File: src/rtl/dds_voice_scheduler_if.sv
// Bus bundle between the config/LUT/output side and dds_voice_scheduler.
//   sample_tick : frame request strobe
//   cfg_we/cfg_addr/cfg_ftw/cfg_en : per-voice configuration write
//   phase_out   : registered phase presented to the shared sine LUT
//   sine_in     : LUT sample returned combinationally from phase_out
//   mix_out/mix_valid : mixed sample and its one-cycle strobe
//   busy/overrun : frame-in-progress flag and sticky tick-overrun flag
interface dds_voice_scheduler_if #(
    parameter int unsigned N_VOICES = 4,
    parameter int unsigned ACC_W    = 20,
    parameter int unsigned N        = 14,
    parameter int unsigned M        = 12
);
    localparam int unsigned AW    = $clog2(N_VOICES);
    localparam int unsigned MIX_W = M + $clog2(N_VOICES);

    logic             sample_tick;
    logic             cfg_we;
    logic [AW-1:0]    cfg_addr;
    logic [ACC_W-1:0] cfg_ftw;
    logic             cfg_en;
    logic [N-1:0]     phase_out;
    logic [M-1:0]     sine_in;
    logic [MIX_W-1:0] mix_out;
    logic             mix_valid;
    logic             busy;
    logic             overrun;

    // Front end / LUT / output stage side
    modport master (
        output sample_tick, cfg_we, cfg_addr, cfg_ftw, cfg_en, sine_in,
        input  phase_out, mix_out, mix_valid, busy, overrun
    );

    // Scheduler side
    modport slave (
        input  sample_tick, cfg_we, cfg_addr, cfg_ftw, cfg_en, sine_in,
        output phase_out, mix_out, mix_valid, busy, overrun
    );
endinterface

File: src/rtl/dds_voice_scheduler.sv
// Time-multiplexes one shared sine LUT across N_VOICES DDS voices.
// Each sample_tick walks the voices in order (FETCH presents the phase, ACC
// sums the returned sample and advances the accumulator), then DONE emits
// the mixed sample with a one-cycle mix_valid.
//   clk, rst : clock and synchronous active-high reset
//   bus      : dds_voice_scheduler_if.slave (tick, config, LUT and mix signals)
module dds_voice_scheduler #(
    parameter int unsigned N_VOICES = 4,
    parameter int unsigned ACC_W    = 20,
    parameter int unsigned N        = 14,
    parameter int unsigned M        = 12
) (
    input  logic clk,
    input  logic rst,
    dds_voice_scheduler_if.slave bus
);
    localparam int unsigned VW    = $clog2(N_VOICES);
    localparam int unsigned MIX_W = M + $clog2(N_VOICES);

    typedef enum logic [1:0] {
        IDLE  = 2'd0,
        FETCH = 2'd1,
        ACC   = 2'd2,
        DONE  = 2'd3
    } state_t;

    state_t state;
    state_t state_next;

    logic [VW-1:0]          v;
    logic [ACC_W-1:0]       ftw [N_VOICES];
    logic [ACC_W-1:0]       acc [N_VOICES];
    logic [N_VOICES-1:0]    en;
    logic signed [MIX_W-1:0] mix;

    logic last_voice_c;
    logic signed [MIX_W-1:0] sine_ext_c;

    assign last_voice_c = (v == VW'(N_VOICES - 1));
    assign sine_ext_c   = MIX_W'($signed(bus.sine_in));

    // State register
    always_ff @(posedge clk) begin
        if (rst) begin
            state <= IDLE;
        end else begin
            state <= state_next;
        end
    end

    // Next-state logic
    always_comb begin
        state_next = state;
        case (state)
            IDLE:    if (bus.sample_tick) state_next = FETCH;
            FETCH:   state_next = ACC;
            ACC:     state_next = last_voice_c ? DONE : FETCH;
            DONE:    state_next = IDLE;
            default: state_next = IDLE;
        endcase
    end

    // Voice registers, frame datapath and registered outputs
    always_ff @(posedge clk) begin
        if (rst) begin
            for (int i = 0; i < int'(N_VOICES); i++) begin
                ftw[i] <= '0;
                acc[i] <= '0;
            end
            en            <= '0;
            v             <= '0;
            mix           <= '0;
            bus.phase_out <= '0;
            bus.mix_out   <= '0;
            bus.mix_valid <= 1'b0;
            bus.busy      <= 1'b0;
            bus.overrun   <= 1'b0;
        end else begin
            bus.mix_valid <= 1'b0;

            // A tick outside IDLE is dropped; the running frame is unaffected
            if (bus.sample_tick && (state != IDLE)) begin
                bus.overrun <= 1'b1;
            end

            // Config writes land in the register file only; an ACC in the
            // same cycle still sees the previous ftw/en
            if (bus.cfg_we) begin
                ftw[bus.cfg_addr] <= bus.cfg_ftw;
                en[bus.cfg_addr]  <= bus.cfg_en;
            end

            case (state)
                IDLE: begin
                    if (bus.sample_tick) begin
                        v        <= '0;
                        mix      <= '0;
                        bus.busy <= 1'b1;
                    end
                end
                FETCH: begin
                    bus.phase_out <= acc[v][ACC_W-1 -: N];
                end
                ACC: begin
                    // Disabled voices are parked at phase 0 so re-enable restarts cleanly
                    if (en[v]) begin
                        mix    <= mix + sine_ext_c;
                        acc[v] <= acc[v] + ftw[v];
                    end else begin
                        acc[v] <= '0;
                    end
                    if (!last_voice_c) begin
                        v <= v + VW'(1);
                    end
                end
                DONE: begin
                    bus.mix_out   <= mix;
                    bus.mix_valid <= 1'b1;
                    bus.busy      <= 1'b0;
                end
                default: ;
            endcase
        end
    end
endmodule

File: src/flat_wrapper.sv
// flat-port wrapper written by rule: the top's interface ports become plain ports
module dds_voice_scheduler_flat 
#(
    parameter int unsigned N_VOICES = 4,
    parameter int unsigned ACC_W    = 20,
    parameter int unsigned N        = 14,
    parameter int unsigned M        = 12
)
  (clk, rst, bus_sample_tick, bus_cfg_we, bus_cfg_addr, bus_cfg_ftw, bus_cfg_en, bus_sine_in, bus_phase_out, bus_mix_out, bus_mix_valid, bus_busy, bus_overrun);
  dds_voice_scheduler_if #(.N_VOICES(N_VOICES), .ACC_W(ACC_W), .N(N), .M(M)) bus_i ();
  input  logic clk;
  input  logic rst;
  input wire logic [$bits(bus_i.sample_tick)-1:0] bus_sample_tick;
  input wire logic [$bits(bus_i.cfg_we)-1:0] bus_cfg_we;
  input wire logic [$bits(bus_i.cfg_addr)-1:0] bus_cfg_addr;
  input wire logic [$bits(bus_i.cfg_ftw)-1:0] bus_cfg_ftw;
  input wire logic [$bits(bus_i.cfg_en)-1:0] bus_cfg_en;
  input wire logic [$bits(bus_i.sine_in)-1:0] bus_sine_in;
  output wire logic [$bits(bus_i.phase_out)-1:0] bus_phase_out;
  output wire logic [$bits(bus_i.mix_out)-1:0] bus_mix_out;
  output wire logic [$bits(bus_i.mix_valid)-1:0] bus_mix_valid;
  output wire logic [$bits(bus_i.busy)-1:0] bus_busy;
  output wire logic [$bits(bus_i.overrun)-1:0] bus_overrun;
  assign bus_i.sample_tick = bus_sample_tick;
  assign bus_i.cfg_we = bus_cfg_we;
  assign bus_i.cfg_addr = bus_cfg_addr;
  assign bus_i.cfg_ftw = bus_cfg_ftw;
  assign bus_i.cfg_en = bus_cfg_en;
  assign bus_i.sine_in = bus_sine_in;
  assign bus_phase_out = bus_i.phase_out;
  assign bus_mix_out = bus_i.mix_out;
  assign bus_mix_valid = bus_i.mix_valid;
  assign bus_busy = bus_i.busy;
  assign bus_overrun = bus_i.overrun;
  dds_voice_scheduler #(.N_VOICES(N_VOICES), .ACC_W(ACC_W), .N(N), .M(M)) u_core (.clk(clk), .rst(rst), .bus(bus_i));
endmodule
File: config.mk
export PLATFORM = sky130hd
export DESIGN_NAME = dds_voice_scheduler_flat
export DESIGN_NICKNAME = d
export VERILOG_FILES = /design/src/rtl/dds_voice_scheduler_if.sv /design/src/rtl/dds_voice_scheduler.sv /design/src/flat_wrapper.sv
export SDC_FILE = /design/constraint.sdc
export NUM_CORES = 1
export LEC_CHECK = 0
export ABC_CLOCK_PERIOD_IN_PS = 3200
export BUFFER_PORTS_ARGS = -buffer_cell sky130_fd_sc_hd__buf_2
export CORE_ASPECT_RATIO = 0.5
export CORE_MARGIN = 5
export CORE_UTILIZATION = 50
export DETAILED_ROUTE_END_ITERATION = 7
export GPL_ROUTABILITY_DRIVEN = 0
export MAX_ROUTING_LAYER = met4
export PLACE_DENSITY = 0.71
export SKIP_LAST_GASP = 1
export SLEW_MARGIN = 25
export SYNTH_ARGS = -nofsm -noshare
export SYNTH_HDL_FRONTEND = slang
export SYNTH_SLANG_ARGS = --single-unit
File: constraint.sdc
create_clock -name clk -period 3.2 [get_ports clk]
set_input_delay 0.64 -clock clk [delete_from_list [all_inputs] [get_ports clk]]
set_output_delay 0.64 -clock clk [all_outputs]
set_load 0.05 [all_outputs]
Word-level counts from Yosys, hierarchy flattened
Memories as Yosys holds them, arrays and structs flattened. A register that Yosys moved wholly into a read port is not among the register bits.
Index checks and enable logic that the tools add are counted.
- bits in registers: 53
- RAM bits: 160
- bits of input ports: 39
- output and inout port bits: 31
- logic and storage cells: 77
- memories: 2
- memories (memory ; depth ; bits a word ; read ports ; clocked after memory_dff ; write ports ; line ; text):
    u_core.acc ; 4 ; 20 ; 1 ; 1 ; 4 ; dds_voice_scheduler.sv:32 ; logic [ACC_W-1:0] acc [N_VOICES];
    u_core.ftw ; 4 ; 20 ; 1 ; 1 ; 4 ; dds_voice_scheduler.sv:31 ; logic [ACC_W-1:0] ftw [N_VOICES];
- add/subtract/negate cells: 3
- order comparisons: 3
- equal/unequal tests: 7
- mux-type cells: 41
- bitwise logic cells: 1
- reduce and logical (&&, ||, !) cells: 11
- operator list (kind ; count):
    2-to-1 mux 20 bit ; 3
    OR reduction 20 bit ; 2
    2-to-1 mux 14 bit ; 2
    one-hot mux 14 bit (2 select lines) ; 1
    adder 20 bit ; 1
    2-to-1 mux 2 bit ; 10
    2-to-1 mux 1 bit ; 19
    adder 14 x 12 -> 14 bit ; 1
    one-hot mux 2 bit (4 select lines) ; 1
    == test 2 bit, second input constant ; 3
    < comparator 2 x 3 -> 1 bit, second input constant ; 2
    AND reduction 3 bit ; 2
    nonzero test 2 bit ; 3
    bitwise mux 4 bit ; 1
    inequality test 2 bit, second input constant ; 2
    one-hot mux 2 bit (2 select lines) ; 1
    adder 2 x 1 -> 2 bit, second input constant ; 1
    binary-select mux 1 bit (select 2 bit) ; 1
    demux 1 bit (select 2 bit) ; 1
    == test 2 x 1 -> 1 bit, second input constant ; 1
    >= comparator 2 x 1 -> 1 bit, second input constant ; 1
    logical AND 1 bit ; 2
    logical NOT 2 bit ; 1
    inequality test 2 x 1 -> 1 bit, second input constant ; 1
    other kinds (3) ; 3

Logic depth before layout (Yosys ltp)
- depth after elaboration: 9
- depth in mapped cells: 12
- depth with buffers taken out: 9

Worst setup path after synthesis
OpenSTA, ideal clock, no wires.
- path kind: reg2reg
- from: reg (tool-made name)
- to: mem u_core.acc[0][18] (data pin)
- library setup time: 265 ps
- arrival: 3211 ps
- required time: 2935 ps
- path slack: -277 ps
- cell stages (with the launch flop): 12
- buffers on the path: 3
- clock period less this slack: 3477 ps
- cells stage by stage: dfxtp_1 -> clkbuf_1 -> buf_2 -> buf_2 -> mux4_2 -> ha_1 -> a41oi_2 -> o221a_1 -> o31a_1 -> and3_4 -> nor3_4 -> nor3b_2
- RTL lines (what ; line):
    end, declared ; dds_voice_scheduler.sv:32

==> out/qor.csv <==
metric;value;unit
maximum fanout along the worst path;7;
fin crit period;3.13;ns
total grt overflow;0;
most frequent cells in the layout;edfxtp_1 (160), nor2_1 (141), nand2_1 (108);
hold depth;2;
first-pass GRT wire length;37.9;mm
TritonCTS clock tree;built;
Slew HR;33.3;%
area leader, netlist;edfxtp_1;
initial antenna violation count;0;
Worst EP arrival;3.35;ns
largest net degree at the start of global routing;52;
Yosys top cell area share;46.2;%
fillers;1617;
dominant register cell in the synthesized netlist;edfxtp_1;
number of H-tree levels;1;
Peak VDD IR;0.000373;V
via count;7232;
count of cell types in the netlist;77;
Layout Area Growth over Synthesis;16.4;%
Worst EP required;3.42;ns
hold path startpoint;rst;
Ant. Diodes;0;
final hold vios;0;
clk_skew;0.0137;ns
syn avg cell area;11.8;sq um
Clk Latency, worst-skew pair;0.50;ns
area of the die;0.0239;sq mm
Syn. warnings;0;
Post-synth EDFFs;160;
RSZ-0062 raised after global routing;yes;
Post-DP Area;0.0112;sq mm
total track usage;20.6;%
die width;214;microns
hold path endpoint;u_core.state[0]$_SDFFE_PP0N_;
clock-pin transition on the worst setup and hold timing paths;0.06;ns
core area;0.0205;sq mm
critical path capture point type;flop;
I/O pins;70;
final slew viol count;0;
Synth Instances;883;
setup TNS;0;ns
nets@finish;1054;
clock buffer depth;3;
r2r endpoint;u_core.acc[0][18]$_SDFFCE_PN0P_;
via/cell ratio;5.71;
DR pass1 iterations;5;
Routed WL;24.1;mm
ys async rst share;0;%
setup slack, reg-to-reg;0.07;ns
Mapped Area;0.0104;sq mm
PD cells;539;mW/mm^2
#FFs+latches synth;215;
Final Cycle Share;97.7;%
Synthesized Nets;957;
Detailed Route Iter0 Violations;782;
final instance area;0.0121;sq mm
Crit Path Category;reg2reg;
Fmax;320;MHz
commonest non-fill, non-tap cell in the layout;edfxtp_1;
layout cell share with drive strength beyond 1;23.9;%
sequential area share after synthesis;56.8;%
worst slew pin tran;1.00;ns
post-DR wirelength/cell;19.0;microns
CP startpoint kind;flop;
antenna-violating nets left;0;
Max-cap violations;0;
Port Buf Inserts;69;
path type of the worst min-delay path;in2reg;
top cells by area, synth;edfxtp_1 (46%), dfxtp_1 (11%), mux4_2 (8.9%);
dpl hpwl;16.2;mm
setup violators final;0;
status;finished, final reports clean;
Die Ht;112;microns
CTS sink count;215;
CTS Buf Count;21;
Leak;0.00469;uW
r2r worst-path depth;9;
Initial Utilization;50.7;%
post-placement cell count;1223;
post-cts hold buffer count;0;
Non-Filler Instances;1267;
vias in the first global route;7018;
clock root buffer;clkbuf_16;
# DRC;0;
row cnt;37;
## state kept, by name, indices dropped and copies added, names as in the netlist, named ones only
signal and flops:
u_core.acc 80, u_core.bus.mix_valid 1, u_core.mix 14, u_core.bus.mix_out 14, u_core.bus.busy 1, u_core.bus.overrun 1
u_core.bus.phase_out 14, u_core.v 2, u_core.state 2, u_core.en 4, u_core.ftw 80
## cell families after synthesis
family / Yosys count / share of synthesized area, %
xor gates and xnor gates: 18 / 1.52
AOI/OAI and AO/OA: 150 / 9.29
buffers and inverters: 80 / 3.31
muxes: 51 / 9.99
adders and majority gates: 35 / 4.36
and+or+nand+nor: 334 / 14.7
DFF: 215 / 56.8
## stage by stage
step | worst slack (ns) | util [%] | power (uW) | hold slack (ns)
final | 0.0724 | 59.0 | 6520 | 0.379
after global routing | -0.0466 | 59.0 | 6770 | 0.386
after CTS | -0.00660 | 58.1 | 6490 | 0.366
after detailed placement | 0.0101 | 54.8 | 4040 | 0.438
after global placement | 0.0463 | 54.8 | 4010 | 0.432
after floorplan | 0.0215 | - | 3760 | 0.442
## critical path, cell delays in order, from the launching register on
cell	delay, ns
dfxtp_4	0.39
buf_6	0.17
mux4_2	0.61
ha_4	0.34
a41oi_2	0.14
o221a_1	0.31
o31a_1	0.34
and3_4	0.20
nor3_4	0.28
nor3b_2	0.08
## worst max-delay path by stage
stage | cells past startpoint | endpoint | slack, ns
after global routing | 10 | u_core.acc[0][18]$_SDFFCE_PN0P_ | -0.05
after detailed placement | 11 | u_core.acc[0][8]$_SDFFCE_PN0P_ | 0.01
final | 9 | u_core.acc[0][18]$_SDFFCE_PN0P_ | 0.07
after floorplan | 11 | u_core.acc[0][18]$_SDFFCE_PN0P_ | 0.02
after CTS | 10 | u_core.acc[0][7]$_SDFFCE_PN0P_ | -0.007
after global placement | 9 | u_core.acc[0][17]$_SDFFCE_PN0P_ | 0.05
## layer usage
layer	up-vias	part of all wire (%)	GRT usage (%)
met3	30	7.0	3.38
met2	255	45	30.2
met4	0	1.4	3.47
li1	3393	-	-
met5	-	0	-
met1	3554	46	30.7
## Yosys cell counts, types with 4 or more instances
cell      instances
a21o_1            8
a21oi_1          67
a22oi_1           5
a31oi_1           5
and3_1            4
buf_2            11
clkbuf_1         21
dfxtp_1          55
edfxtp_1        160
ha_1             33
inv_1            40
mux2i_1           7
mux4_2           41
nand2_1         108
nand2b_1         12
nand3_1          11
nand4_1           4
nor2_1          141
nor2b_1           4
nor3_1           18
nor3b_2           4
o21ai_0          26
o21bai_1          5
xnor2_1          11
xor2_1            7
## power breakdown
group,leakage (uW),internal [uW],switching (uW)
logic,0.00231,360,522
registers,0.00206,3120,45.5
clock network,0.000326,1440,1030
## what timing repair did
action	CTS	global route
buffers inserted	1	6
pin swaps	1	5
resized for setup	1	26
endpoints found under the setup margin	5	47
## final cells by class
type / count / area, sq um / share of cell area [%]
Tap cell: 273 / 342 / 2.82
Multi-Input combinational cell: 588 / 4290 / 35.5
Clock inverter: 15 / 146 / 1.21
Inverter: 40 / 150 / 1.24
Clock buffer: 22 / 529 / 4.38
Sequential cell: 215 / 5910 / 48.9
Timing Repair Buffer: 114 / 728 / 6.02
Power figures use the tool's default switching activity.
